--- config.mk ---
export PLATFORM = sky130hd
export DESIGN_NAME = add8_operand_feeder
export DESIGN_NICKNAME = d
export VERILOG_FILES = /design/src/rtl/add8_operand_feeder.sv
export SDC_FILE = /design/constraint.sdc
export NUM_CORES = 1
export LEC_CHECK = 0
export BUFFER_PORTS_ARGS = -buffer_cell sky130_fd_sc_hd__clkbuf_2
export CAP_MARGIN = 20
export CORE_MARGIN = 5
export CORE_UTILIZATION = 60
export DETAILED_ROUTE_END_ITERATION = 6
export GPL_TIMING_DRIVEN = 0
export PLACE_DENSITY_LB_ADDON = 0.2
export SYNTH_ARGS = -nofsm -noshare
export SYNTH_HDL_FRONTEND = slang
export SYNTH_SLANG_ARGS = --single-unit
--- constraint.sdc ---
create_clock -name clk -period 6.6 [get_ports clk]
set_clock_uncertainty 0.2 [all_clocks]
set_input_delay 1.32 -clock clk [delete_from_list [all_inputs] [get_ports clk]]
set_output_delay 1.32 -clock clk [all_outputs]
set_load 0.02 [all_outputs]
--- src/rtl/add8_operand_feeder.sv ---
// add8_operand_feeder
//   Staging stage in front of an external combinational 8-bit adder (sum only,
//   carry discarded). Operand pairs are buffered in a small FIFO. The head pair
//   is driven onto the adder inputs straight from registers. The adder's sum is
//   captured into a registered output slot with valid/ready handshaking.
//
// Ports
//   clk, rst_n           clock (rising edge), asynchronous active-low reset
//   in_valid/in_ready    operand-pair stream; in_ready = FIFO not full
//   in_a, in_b           operands A and B
//   add_a, add_b         FIFO head, to adder x0..x7 / x8..x15 (bit0 = x0 / x8)
//   add_sum              adder result y0..y7 = (add_a + add_b) mod 256
//   out_valid/out_ready  result stream; out_sum is registered
//   out_sum              registered sum
//   level                FIFO occupancy, 0..DEPTH
module add8_operand_feeder #(
  parameter int unsigned DEPTH = 4,
  parameter int unsigned W     = 8
) (
  input  logic                     clk,
  input  logic                     rst_n,
  input  logic                     in_valid,
  output logic                     in_ready,
  input  logic [W-1:0]             in_a,
  input  logic [W-1:0]             in_b,
  output logic [W-1:0]             add_a,
  output logic [W-1:0]             add_b,
  input  logic [W-1:0]             add_sum,
  output logic                     out_valid,
  input  logic                     out_ready,
  output logic [W-1:0]             out_sum,
  output logic [$clog2(DEPTH):0]   level
);

  localparam int unsigned AW = $clog2(DEPTH);
  localparam int unsigned LW = AW + 1;

  logic [W-1:0]  mem_a_q [DEPTH];
  logic [W-1:0]  mem_b_q [DEPTH];

  logic [AW-1:0] wr_ptr_q, wr_ptr_d;
  logic [AW-1:0] rd_ptr_q, rd_ptr_d;
  logic [LW-1:0] level_q,  level_d;
  logic          out_valid_q, out_valid_d;
  logic [W-1:0]  out_sum_q,   out_sum_d;

  logic push;
  logic pop;
  logic slot_free;

  assign in_ready  = (level_q != LW'(DEPTH));
  assign push      = in_valid & in_ready;
  assign slot_free = ~out_valid_q | out_ready;
  // Pop is gated by the registered level, so a pair pushed into an empty
  // FIFO is only visible to the adder from the following cycle.
  assign pop       = (level_q != '0) & slot_free;

  assign add_a     = mem_a_q[rd_ptr_q];
  assign add_b     = mem_b_q[rd_ptr_q];
  assign out_valid = out_valid_q;
  assign out_sum   = out_sum_q;
  assign level     = level_q;

  always_comb begin
    wr_ptr_d    = wr_ptr_q;
    rd_ptr_d    = rd_ptr_q;
    level_d     = level_q;
    out_valid_d = out_valid_q;
    out_sum_d   = out_sum_q;

    if (push) wr_ptr_d = wr_ptr_q + AW'(1);
    if (pop)  rd_ptr_d = rd_ptr_q + AW'(1);

    case ({push, pop})
      2'b10:   level_d = level_q + LW'(1);
      2'b01:   level_d = level_q - LW'(1);
      default: level_d = level_q;
    endcase

    if (pop) begin
      out_valid_d = 1'b1;
      out_sum_d   = add_sum;
    end else if (out_valid_q & out_ready) begin
      out_valid_d = 1'b0;
    end
  end

  always_ff @(posedge clk or negedge rst_n) begin
    if (!rst_n) begin
      wr_ptr_q    <= '0;
      rd_ptr_q    <= '0;
      level_q     <= '0;
      out_valid_q <= 1'b0;
      out_sum_q   <= '0;
      for (int unsigned i = 0; i < DEPTH; i++) begin
        mem_a_q[i] <= '0;
        mem_b_q[i] <= '0;
      end
    end else begin
      wr_ptr_q    <= wr_ptr_d;
      rd_ptr_q    <= rd_ptr_d;
      level_q     <= level_d;
      out_valid_q <= out_valid_d;
      out_sum_q   <= out_sum_d;
      if (push) begin
        mem_a_q[wr_ptr_q] <= in_a;
        mem_b_q[wr_ptr_q] <= in_b;
      end
    end
  end

endmodule

## Word-level counts from Yosys, hierarchy flattened

Index checks and enable logic that the tools add are counted.

| cells by class | value |
|---|---|
| $add $sub $neg | 4 |
| $lt $le $gt $ge | 3 |
| equal/unequal tests | 3 |
| mux-type cells | 13 |
| bitwise gates (word level) | 7 |
| reduce and logical (&&, ||, !) cells | 4 |

Operators with widths:

| operator | number |
|---|---|
| 32-bit bitwise mux | 2 |
| 8-bit 2-to-1 mux | 5 |
| 8-bit binary-select mux with 2-bit select | 2 |
| 8-bit demux with 2-bit select | 1 |
| 3-bit >= comparator (second input constant) | 2 |
| 2-bit NOT with 3-bit output | 2 |
| 3-bit one-hot mux with 2 select lines | 1 |
| 2-bit by 1-bit adder with 2-bit output (second input constant) | 2 |
| 2-bit nonzero test | 2 |
| 3-bit by 1-bit adder with 3-bit output (second input constant) | 1 |
| 1-bit bitwise AND | 3 |
| 3-bit by 1-bit less-than comparator with 1-bit output (second input constant) | 1 |
| 3-bit inequality test (second input constant) | 1 |
| 3-bit nonzero test | 1 |
| 3-bit by 1-bit subtractor with 3-bit output (second input constant) | 1 |
| 2-bit by 1-bit == test with 1-bit output (second input constant) | 1 |
| 2-bit == test (second input constant) | 1 |
| 1-bit 2-to-1 mux | 2 |
| 1-bit logical AND | 1 |
| 1-bit NOT | 1 |
| 1-bit OR | 1 |

| storage, ports and cells | value |
|---|---|
| flip-flop bits (word level) | 80 |
| input port bits | 28 |
| output and inout port bits | 29 |
| word-level logic and storage cells | 47 |

## Logic depth before layout (Yosys ltp)

Gate-level depths: netlist of run 1.

| logic depth | value |
|---|---|
| word-level depth | 6 |
| mapped depth | 9 |
| depth with buffers taken out | 8 |

## Worst setup path before layout of run 1

No wires, ideal clock.

| timing path | value |
|---|---|
| path type | input port to flip-flop |
| start | input port out_ready |
| end | register level_q[2], in the netlist level[2] |
| library setup time | 0.080 ns |
| arrival | 2.773 ns |
| required time | 6.320 ns |
| path slack | 3.548 ns |
| cell stages on the path | 8 |
| buffers on the path | 0 |
| path through | inv_1 > a21oi_2 > ha_1 > inv_1 > fa_1 > xor2_1 > nor2_1 > xor2_1 |

| between the ends | value |
|---|---|
| cells in the longest elaborated chain, start to end | 4 |
| elaborated cells on any way between the ends | 6 |
| those cells by class | 2 x eq/ne; 1 x mux; 2 x bitwise; 1 x reduce/logical |

Ends and longest elaborated chain:

| item | line | text |
|---|---|---|
| start: declaration | 30 | `input logic out_ready,` |
| 1-bit OR * | 53 | `assign slot_free = ~out_valid_q \| out_ready;` |
| 1-bit bitwise AND * | 56 | `assign pop = (level_q != '0) & slot_free;` |
| 2-bit by 1-bit == test with 1-bit output or 2-bit == test (tied branches) | 74 | `case ({push, pop})` |
| 3-bit one-hot mux with 2 select lines or 2-bit nonzero test (tied branches) | -- |  |
| end signal: assignment | 102 | `level_q <= level_d;` |
| end: declaration | 43 | `logic [LW-1:0] level_q, level_d;` |

Mark *: on every way between the ends. The rest lies on a longest branch, timed or not.
A chain may end at the register's enable or synchronous reset.

## Worst setup path after layout of run 1

| timing path | value |
|---|---|
| start | register rd_ptr_q[1] |
| end | output port add_b[7] |

| between the ends | value |
|---|---|
| cells in the longest elaborated chain, start to end | 4 |

Ends and longest elaborated chain:

| item | line | text |
|---|---|---|
| start: declaration | 42 | `logic [AW-1:0] rd_ptr_q, rd_ptr_d;` |
| start signal: assignment | 101 | `rd_ptr_q <= rd_ptr_d;` |
| 2-bit NOT with 3-bit output (implied by the code) | 59 | `assign add_b = mem_b_q[rd_ptr_q];` |
| 8-bit binary-select mux with 2-bit select | 59 |  |
| 8-bit 2-to-1 mux (implied by the code) (2 in series) | 59 |  |
| end: declaration | 27 | `output logic [W-1:0] add_b,` |

Every way passes these cells. The select of a mux whose other input is x is not followed.

==> results of run 1 <==
## worst max-delay path, stage by stage, from the launching register on
cell      delay (ps)
dfrtp_1          320
clkbuf_1         410
clkbuf_1         570
mux4_2           420
clkbuf_2         170
## layer usage
| metal | part of all wire [%] | up-vias | wire (um) | global-route usage, % |
|---|---|---|---|---|
| met5 | 0 | - | 0 | 0 |
| met4 | 0.85 | 0 | 56 | 4.533 |
| met3 | 5.0 | 6 | 331 | 5.121 |
| met2 | 49 | 45 | 3188 | 30.16 |
| met1 | 45 | 1044 | 2980 | 24.91 |
| li1 | - | 904 | - | - |
## sequential cells by signal (all words and copies together) (netlist names)
register,flops
level,3
wr_ptr_q,2
out_sum,8
out_valid,1
rd_ptr_q,2
mem_b_q,32
mem_a_q,32
## per-stage QoR
stage / std cells / instance area, um2 / hold slack (ps) / total power, mW
final: 361 / 4314 / 308.2 / 2.393
after global routing: 361 / 4314 / 318.3 / 2.540
after CTS: 361 / 4314 / 308.1 / 2.427
after detailed placement: 346 / 4126 / 292.7 / 2.070
after global placement: 345 / 4096 / 284.4 / 2.027
after floorplan: 214 / 3722 / 275.1 / 1.766
## worst max-delay path by stage
stage	end	slack, ps	depth (start not counted)
after detailed placement	add_a[1]	3200	4
final	add_b[7]	2840	4
after floorplan	level[2]$_DFFE_PN0P_	3550	8
after CTS	add_a[1]	2800	4
after global placement	add_a[1]	3200	4
after global routing	add_b[7]	2710	4
## power by group through the flow
stage | clock network, mW | registers [mW] | logic, mW
6_report | 0.344 | 0.881 | 1.17
5_1_grt | 0.376 | 0.912 | 1.25
4_1_cts | 0.356 | 0.882 | 1.19
3_5_place_dp | 0 | 0.886 | 1.18
3_3_place_gp | 0 | 0.875 | 1.15
2_1_floorplan | 0 | 0.886 | 0.880
## layout make-up
class | instances | area [um2]
buffer | 13 | 147.6
clock buffer | 12 | 145.1
clock inverter | 3 | 42.54
fill | 405 | 1677
inverter | 6 | 22.52
multi-input combinational | 115 | 1550
sequential | 80 | 2002
tap | 75 | 93.84
timing repair buffer | 57 | 310.3
## logic make-up after synthesis
group	share of synthesized area [%]
AO/OA/AOI/OAI	0.3697
multiplexers	35.80
XOR/XNOR	1.412
buffers and inverters	4.571
adder cells (fa/ha/maj)	2.219
AND/OR/NAND/NOR	1.849
flip-flops	53.78
## layout by cell type, fill, tap and decap left out, types with 4 or more instances in the layout
cell type  count
mux2_4        40
inv_1          6
ha_1           5
dfrtp_1       80
xor2_1         4
mux2_2        33
clkbuf_2      55
mux4_2        16
clkbuf_1       4
clkbuf_8      10
buf_6          4
buf_12         4
and3_1         4
==> out/results.txt, run 1 <==
Data on the critical path is required at its endpoint by 5080 ps. The switching power as a share of total power came out at 34.35%. At the end of the flow the core is filled with cells to 72.01%. The number of synthesized register bits works out to 80. In this run the static leakage power is 2.007 nW. The Yosys step of the flow raised 0 warnings. At the end of routability-driven placement, the weighted congestion stood at 0.6714.

In the final layout, the share of cells above drive strength 1 is 59.79%. The path depth of the worst reg2reg path came out at 9. The synthesized design contains 0 enable-type register cells. For this design the ratio of total power to cell area is 554.6 mW/mm2.

The run gives 0.007879 mm2 as the die area. Setup slack closes at 2840 ps. Summed over its instances, the top area cell type makes up 53.78% of the synthesized netlist area. The final layout net count was 316.

The tools report the via count of the first global-routing pass as 2221. The worst register-to-register path begins at level[1]$_DFFE_PN0P_. The total DRC errors in the routed layout is 0. The die is 88.77 um wide. The final setup violation count came out at 0. The worst slew margin relative to its limit is 55.50%, and the boundary pin count is 57. Setup repair after global routing left no endpoint under its margin. The number of standard cells after synthesis was 214; the number of library cell types mapped by synthesis was 22. Summed over all layers, the global routing overflow is 0. In the post-synthesis netlist, the biggest area contributors are dfrtp_1 (54%), mux2_4 (16%), mux2_2 (10%), mux4_2 (9.7%), buf_12 (2.2%).

In the routed layout, each cell is associated on average with a via count of 5.537. Of all flip-flops after synthesis, the portion carrying an async set or reset was 100.0%. The startpoint identified for the worst hold timing path is mem_a_q[6]$_DFFE_PN0P_.

The routed wire length per instance is 18.16 um, and the final-report max-slew violation count is 0. Number of antenna repair diodes: 0. In this run the deepest clock path goes through 2 buffers.

The run gives 0.3398 mV as the peak supply drop. Before CTS, the worst setup slack after placement is 3199 ps. The tree built by TritonCTS fans out to 80 sinks. In this run, post-CTS repair resized a total of 0 instances. The tools report the first-pass detailed-route iteration total as 4. The part of the power in the clock network was 14.4%; the slew at the pin closest to its max-slew limit was 667.5 ps. Buffers added to address setup during post-CTS repair amount to 0. Counting the buffers created by CTS gives 9. Across all register-to-register paths, the minimum setup slack is 4190 ps. The final layout contains routed wiring with a total length of 6556 um.

Yosys instantiated no cell more often than dfrtp_1. The tools report the via count as 1999. Of the synthesized area, sequential elements account for 53.78%.

Max-cap violations in this run came to 0. Per report_power, the sequential group accounts for 36.8% of the total. Number of placement rows: 28. The flow ran to the end, and the final reports show no timing, DRC or antenna violations. Across every metal layer, demand over resource in global routing totals 18.54%. The depth of the CTS H-tree was 3; the die boundary height was 88.77 um.

For the post-synth net total, the log shows 248. By startpoint and endpoint, the worst setup path is classified as register to output pin. The run gives 1.571 mW as the internal power contribution. The run gives 60 as the pin count of the biggest net entering global routing.

In this run the remaining antenna-violating nets after routing total 0. Number of failing hold endpoints at the final stage: 0. STA classifies the critical path startpoint as a register. dfrtp_1 takes more of the synthesized area than any other cell. For the insertion delay of the later-clocked pin in the worst-skew pair, the log shows 340 ps. The class of the worst hold path is register to register. Clock-pin slew was measured on the worst setup and hold paths at 70 ps.

The commonest cells after synthesis are dfrtp_1 (80), mux2_4 (40), mux2_2 (33), mux4_2 (16), inv_1 (6). In this run the cell area of the synthesized design comes to 0.003722 mm2. Hold repair after CTS inserted 0 buffers. The tools report the number of antenna violations at the first check in global routing as 0.

For this block, the initial DRC count from the detailed router was 62. Derived from the worst setup path, the maximum achievable clock frequency is 265.9 MHz. The count of buffers inserted at the top-level ports is 56, and the instance count along the most critical hold path is 1. Time the worst path needs with I/O delays and setup: 3760 ps.

The worst hold path terminates at mem_a_q[6]$_DFFE_PN0P_. Dividing the synthesized area by the synthesized cell count gives 17.39 um2. The sum of negative setup slack was 0 ps; the final period utilization was 56.98%. The biggest fanout along the worst timing path is 10, and the first-pass GRT wire length is 11040 um.

The combinational share of power is 48.8%. The type of destination of the critical path is an output pin. TritonCTS built the clock tree.

In this run the power spent charging and discharging nets is 0.8218 mW. The HPWL after detailed placement is 4580 um. The post-synthesis to final-layout area growth works out to 15.90%. The most used flip-flop cell after synthesis is dfrtp_1. The worst register-to-register path ends at level[2]$_DFFE_PN0P_. The placeable core area came out at 0.005991 mm2. Once the floorplan was initialized, standard cells occupied 62.13% of the core.

The tools report the clock tree root driver cell as clkbuf_8. The arrival time at the worst endpoint was 2240 ps. The most critical setup path has its startpoint at rd_ptr_q[1]$_DFFE_PN0P_.
Power figures use the tool's default switching activity.
==> run 2, diff against run 1 <==
CORE_UTILIZATION = 56   (was 60)
clock period = 3.5 ns   (was 6.6 ns; I/O delays follow)
==> run 2 against run 1 <==
Against the previous run:
- clock power is 110% higher
- register-to-register slack lost 3100 ps
- sequential power rose by 88%
- die area grew 6.3%
- critical path type unchanged
==> out/results.txt, run 2 (synthesized netlist as in run 1, its figures left out) <==
Cell with the biggest individual delay on the critical path: clkbuf_1. The combined buffer and inverter count along the critical path is 3 (unchanged), and the time the worst path needs with I/O delays and setup is 3128 ps. The via count of the first global-routing pass came out at 2225 (+0.18%).

The biggest fanout along the worst timing path was 10 (unchanged); the global routing usage on met2 was 26.11% (-4.1 points). For the total routing resource utilization after global routing, the log shows 17.00% (-1.5 points). The number of buffers between clock root and the deepest sink is 2 (unchanged), and the overall routed net length is 6486 um (-1.1%). The count of instances resized after the clock tree is built is 0 (unchanged). The tools report the switching power of the nets as 1.551 mW (+89%). For the pin count of the biggest net entering global routing, the log shows 46 (-23%). The commonest non-fill, non-tap cell in the layout was dfrtp_1. The worst path uses 89.38% of the clock period. The tightest hold margin is 192.3 ps (-115.9 ps). The logs give 0 (unchanged) for the final-report max-slew violation count and 54.56% (-0.94 points) for the worst slew margin relative to its limit. Worst slack at placement: 711.7 ps (-2487 ps). The number of CTS-inserted buffers was 9 (unchanged); the peak supply drop was 0.5407 mV (+59%). Routed wire length per instance: 17.82 um (-1.9%). The worst setup path is captured at an output pin. The power per standard cell area is 1053 mW/mm2 (+90%). For the count of hold buffers inserted by post-cts repair, the log shows 0 (unchanged). The number of failing hold endpoints at the final stage came out at 0 (unchanged). The signal on the critical path passes through clkbuf_1 > clkbuf_1 > mux4_2 > clkbuf_2. The run gives 4389 um (-4.2%) as the half-perimeter wire length of the detailed placement result. The tools report the number of antenna violations at the first check in global routing as 0 (unchanged). The total congestion overflow after global routing came out at 0 (unchanged). The run gives 60 (-3.2%) as the DRC violation total after the first TritonRoute iteration. The delay of the slowest critical-path stage came out at 580 ps (about the same). The slew at the pin closest to its max-slew limit is 681.6 ps (+14.10 ps), and the count of buffers inserted at the top-level ports is 56 (unchanged).

The overall die width is 91.53 um (+3.1%), and the combinational share of power is 47.8% (-1.0 points). The logs give 0.008378 mm2 (+6.3%) for the die area and 29 (+3.6%) for the number of placement rows. The insertion delay of the later-clocked pin in the worst-skew pair was 340 ps (about the same); the placed instance count was 348 (+0.58%).

The fraction of final layout cells with drive strength greater than 1 is 60.28% (+0.49 points), and the minimum setup slack among reg-to-reg paths is 1090 ps (-3100 ps). The startpoint class of the critical path was a register. The boundary pin count was 57 (unchanged); the final design utilization was 67.47% (-4.5 points). Clock-pin slew of the registers on the worst-case setup and hold paths: 80 ps (about the same). The share of total power in sequential cells came out at 36.3% (-0.5 points). Setup repair after global routing left no endpoint under its margin. In the layout the commonest cells are dfrtp_1 (80), clkbuf_2 (55), mux2_4 (40). The tightest min-delay check is of the input pin to asynchronous set/reset pin type. The logs give 57.96% (-4.2 points) for the initial core utilization and 0 (unchanged) for the buffer count from post-CTS setup fixing. The arrival time at the worst endpoint was 2230 ps (about the same).

For the final estimated routing congestion in global placement, the log shows 0.7128 (+6.2%). The run gives 4 (unchanged) as the first-pass detailed-route iteration total. The root buffer cell chosen for the clock tree is clkbuf_8. The tools report the max-cap check violation count as 0 (unchanged). The post-synthesis to final-layout area growth was 16.40%. The tools report the final setup violation count as 0 (unchanged).

The critical path in this run is classified as register to output pin. In this run the critical register-to-register path is launched from level[0]$_DFFE_PN0P_. The die boundary height works out to 91.53 um (+3.1%). The cell with the most instances on the worst path was clkbuf_1.

The leakage dissipation is 2.021 nW (+0.71%). The tools report the final cell count without fillers as 364 (+0.83%). The logs give 0 (unchanged) for the number of antenna repair diodes and 3 (unchanged) for the depth of the CTS H-tree. The worst register-to-register path ends at level[2]$_DFFE_PN0P_. For the final critical-path setup slack, the log shows 371.7 ps (-2468 ps). Routing layer with the top usage in global route: met2.

Switching power as a share of total power: 33.98% (-0.37 points). The run gives 0.006422 mm2 (+7.2%) as the placeable core area. The tools report the number of clock sinks as 80 (unchanged). The logs give 4.793% (-0.33 points) for the met3 track demand over resource and 3.013 mW (+92%) for the internal power contribution.

Average vias per placed instance: 5.519 (-0.33%). In this design, the largest share of critical-path delay is due to buffers and inverters. For the final layout net count, the log shows 316 (unchanged). TritonCTS built the clock tree. The sum of negative setup slack is 0 ps (unchanged), and the number of nets still failing antenna checks after routing is 0 (unchanged). The part of the power in the clock network is 15.9% (+1.5 points).

The run gives 22.97% (-1.9 points) as the met1 track demand over resource in global routing. The run gives 10960 um (-0.69%) as the first-pass GRT wire length. The tools report the maximum clock frequency as 319.7 MHz.

For the via count, the log shows 2009 (+0.50%). The flow ran to the end, and the final reports show no timing, DRC or antenna violations. For the total DRC errors in the routed layout, the log shows 0 (unchanged). Path depth of the worst reg2reg path: 8 (-1). The data required time of the critical path is 2600 ps (-2480 ps).
run 2: cell types whose count changed in the layout (fill, tap and decap cells not counted), sizes merged:
| cell | change |
|---|---|
| bufinv | +1 |
| clkbuf | -2 |
| clkinv | +3 |
| clkinvlp | -1 |
run 2: worst max path at each step:
stage | from | cells past startpoint | to | slack (ps)
floorplan | out_ready | 8 | level[2]$_DFFE_PN0P_ | 1070
global placement | rd_ptr_q[1]$_DFFE_PN0P_ | 4 | add_b[7] | 700
detailed placement | rd_ptr_q[1]$_DFFE_PN0P_ | 4 | add_a[3] | 710
CTS | rd_ptr_q[1]$_DFFE_PN0P_ | 4 | add_a[3] | 310
global route | rd_ptr_q[1]$_DFFE_PN0P_ | 4 | add_b[7] | 200
finish | rd_ptr_q[1]$_DFFE_PN0P_ | 4 | add_b[7] | 370
run 2: worst register-to-register path, delay by kind of cell, from the launching register on:
family | cells | cell delay (ps)
AO/OA/AOI/OAI | 1 | 450
AND/OR/NAND/NOR | 2 | 220
adder cells (fa/ha/maj) | 2 | 660
flip-flops | 1 | 440
XOR/XNOR | 2 | 320
buffers and inverters | 1 | 60
run 2: layer usage:
metal | up-vias | wire (um)
met5 | - | 0
met4 | 0 | 105
met3 | 9 | 332
met2 | 49 | 3074
met1 | 1044 | 2973
li1 | 907 | -
run 2: final cells by class:
| class | count | area (um2) |
|---|---|---|
| clock buffer | 10 | 127.6 |
| timing repair buffer | 57 | 302.8 |
| clock inverter | 6 | 83.83 |
| multi-input combinational | 115 | 1550 |
| sequential | 80 | 2002 |
| fill | 470 | 2090 |
| inverter | 6 | 22.52 |
| tap | 77 | 96.34 |
| buffer | 13 | 147.6 |
run 2: power groups by stage:
| stage | clock network (mW) | logic [mW] | registers (mW) |
|---|---|---|---|
| 2_1_floorplan | 0 | 1.66 | 1.67 |
| 4_1_cts | 0.745 | 2.22 | 1.66 |
| 6_report | 0.725 | 2.18 | 1.66 |
| 3_5_place_dp | 0 | 2.21 | 1.67 |
| 5_1_grt | 0.780 | 2.35 | 1.72 |
| 3_3_place_gp | 0 | 2.17 | 1.65 |
run 2: through the flow:
step / area [um2] / total power [mW]
2_1_floorplan: 3722 / 3.331
3_3_place_gp: 4099 / 3.825
3_5_place_dp: 4121 / 3.884
4_1_cts: 4333 / 4.630
5_1_grt: 4333 / 4.851
6_report: 4333 / 4.564
==> run 3, diff against run 2 <==
CORE_MARGIN = 2   (was 5)
CORE_UTILIZATION = 59   (was 56)
CTS_BUF_LIST = sky130_fd_sc_hd__clkbuf_4   (was default)
==> run 3 against run 2 <==
Against the previous run:
- total power down 4.6%
- critical endpoint unchanged
- cell count down 0.82%
- critical path depth unchanged
- hold slack worse by 160 ps
- global-route usage up 3.9 points
- largest power group unchanged
- sequential cell count unchanged
- non-clock buffer count unchanged
==> out/results.txt, run 3 (synthesized netlist as in run 1, its figures left out) <==
The number of nets still failing antenna checks after routing was 0 (unchanged). The delay of the slowest critical-path stage was 580 ps (about the same). The run gives 57 (unchanged) as the boundary pin count. The internal power contribution is 2.827 mW (-6.2%).

The critical path startpoint was rd_ptr_q[1]$_DFFE_PN0P_. Initial core utilization: 61.77% (+3.8 points). The library cells used most frequently in the layout, excluding fill and tap cells, are dfrtp_1 (80), clkbuf_2 (55), mux2_4 (40). The number of placement rows was 28 (-3.4%); the clock-pin slew of the registers on the worst-case setup and hold paths was 120 ps (+40 ps). Worst slack at placement: 693.4 ps (-18.37 ps). The run gives 1.527 mW (-1.5%) as the switching power of the nets. Launching point of the worst reg2reg path: level[1]$_DFFE_PN0P_. The tools report the number of CTS-inserted buffers as 9 (unchanged). Family with the most delay on the worst path: buffers and inverters. STA classifies the critical path endpoint as an output pin. The leakage dissipation came out at 1.988 nW (-1.6%). Number of antenna repair diodes: 0 (unchanged). The class of the worst hold path was input pin to asynchronous set/reset pin.

The data required time of the critical path was 2600 ps (about the same). The slowest stage of the critical path belongs to the cell clkbuf_1. The logs give 0 (unchanged) for the total congestion overflow after global routing and 2 (unchanged) for the number of buffers between clock root and the deepest sink.

The final layout net count came out at 316 (unchanged). Slew at the pin closest to its max-slew limit: 678.2 ps (-3.360 ps). The number of cells on the critical path was 4 (unchanged); the final setup violation count was 0 (unchanged). In this design, the critical path's most frequently occurring cell is clkbuf_1.

The via count of the first global-routing pass was 2174 (-2.3%). For the arrival time at the worst endpoint, the log shows 2360 ps (+130 ps). Number of antenna violations at the first check in global routing: 0 (unchanged). The die boundary height is 83.43 um (-8.8%). The commonest non-fill, non-tap cell in the layout was dfrtp_1. For the count of instances resized after the clock tree is built, the log shows 0 (unchanged). Count of buffers inserted at the top-level ports: 56 (unchanged). Number of clock sinks: 80 (unchanged). The pin count of the biggest net entering global routing is 51 (+11%). The run gives 0 (unchanged) as the final-report max-slew violation count. For the count of hold buffers inserted by post-cts repair, the log shows 0 (unchanged).

The tools report the half-perimeter wire length of the detailed placement result as 4358 um (-0.70%). The insertion delay of the later-clocked pin in the worst-skew pair came out at 420 ps (+80 ps). The combined buffer and inverter count along the critical path came out at 3 (unchanged). The worst setup path category was register to output pin.

Minimum setup slack among reg-to-reg paths: 1070 ps (-20 ps). The path depth of the worst reg2reg path is 9 (+1). The routed wire length per instance works out to 17.61 um (-1.2%). The logs give 0 (unchanged) for the buffer count from post-CTS setup fixing and 0.7190 (+0.87%) for the final estimated routing congestion in global placement.

Setup repair after global routing left no endpoint under its margin. The run gives 54.79% (+0.22 points) as the worst slew margin relative to its limit. Number of failing hold endpoints at the final stage: 0 (unchanged).

The die area is 0.006961 mm2 (-17%). The worst register-to-register path ends at level[2]$_DFFE_PN0P_. Average vias per placed instance: 5.418 (-1.8%). The run gives 306.9 MHz (-4.0%) as the maximum clock frequency. The power per standard cell area came out at 1025 mW/mm2 (-2.7%). The area growth from synthesis to layout is 14.18%.

The tools report the sum of negative setup slack as 0 ps (unchanged). The tools report the clock tree root driver cell as clkbuf_4. The max-cap check violation count was 0 (unchanged).

The first-pass GRT wire length is 11110 um (+1.3%), and the final period utilization is 93.10% (+3.7 points). The final critical-path setup slack came out at 241.4 ps (-130.4 ps). The tools report the startpoint class of the critical path as a register.

Depth of the CTS H-tree: 3 (unchanged). For the sum of internal, switching and leakage power, the log shows 4.355 mW (-4.6%). The overall routed net length was 6356 um (-2.0%). The first-pass detailed-route iteration total was 4 (unchanged). The tools report the end of the critical path as add_b[7]. The flow ran to the end, and the final reports show no timing, DRC or antenna violations. The tools report the total routing resource utilization after global routing as 20.88% (+3.9 points). The run gives 0.6517 mV (+21%) as the peak supply drop. The fraction of final layout cells with drive strength greater than 1 works out to 60.14% (-0.14 points). Walking the worst path, the cells encountered are clkbuf_1 > clkbuf_1 > mux4_2 > clkbuf_2.

The tightest hold margin came out at 29.02 ps (-163.3 ps). The combinational share of power is 49.9% (+2.1 points). The overall die width was 83.43 um (-8.8%). The switching power as a share of total power is 35.08% (+1.1 points). The placeable core area was 0.006026 mm2 (-6.2%); the time the worst path needs with I/O delays and setup was 3259 ps (+130.4 ps). The total DRC errors in the routed layout was 0 (unchanged); the part of the power in the clock network was 11.9% (-4.0 points). TritonCTS built the clock tree.

The DRC violation total after the first TritonRoute iteration was 115 (+92%); the biggest fanout along the worst timing path was 10 (unchanged). The logs give 1956 (-2.6%) for the via count and 38.1% (+1.8 points) for the share of total power in sequential cells.
## run 3: cell count changes in the layout (fill, tap and decap cells not counted), sizes merged
cell	delta
bufinv	-1
## run 3: layout make-up
class,instances,area [um2]
sequential,80,2002
fill,422,1775
multi-input combinational,115,1550
timing repair buffer,57,310.3
buffer,13,147.6
tap,75,93.84
clock buffer,10,75.07
clock inverter,5,48.80
inverter,6,22.52
## run 3: layer usage
layer,routed length (um),up-vias,GRT usage (%)
li1,-,907,-
met4,87,0,5.718
met1,2976,987,28.70
met2,2983,55,32.40
met3,309,7,6.859
met5,0,-,0
## run 3: through the flow
stage,util [%],cell area (um2),cells
3_3_place_gp,67.98,4096,345
5_1_grt,70.54,4250,361
6_report,70.54,4250,361
4_1_cts,70.54,4250,361
3_5_place_dp,68.48,4126,346
2_1_floorplan,-,3722,214
## run 3: worst min path at each step
stage                                 startpoint                      end  cells past startpoint
after floorplan                            rst_n     level[0]$_DFFE_PN0P_                      0
after global placement    mem_b_q[7]$_DFFE_PN0P_   mem_b_q[7]$_DFFE_PN0P_                      1
after detailed placement  mem_a_q[4]$_DFFE_PN0P_   mem_a_q[4]$_DFFE_PN0P_                      1
after CTS                                  rst_n  mem_b_q[14]$_DFFE_PN0P_                      1
after global routing                       rst_n  mem_b_q[30]$_DFFE_PN0P_                      1
final                                      rst_n  mem_a_q[28]$_DFFE_PN0P_                      1
## run 3: worst register-to-register path, delay by kind of cell (launching register included)
kind	cells	cell delay, ps
simple gates	3	620
fa+ha+maj	2	570
flops	1	450
xor+xnor	2	320
buf+inv	2	210
## run 3: power groups by stage
stage	logic, mW	registers, mW	clock network [mW]
2_1_floorplan	1.66	1.67	0
3_3_place_gp	2.16	1.65	0
3_5_place_dp	2.21	1.67	0
4_1_cts	2.21	1.66	0.538
5_1_grt	2.33	1.72	0.576
6_report	2.17	1.66	0.519
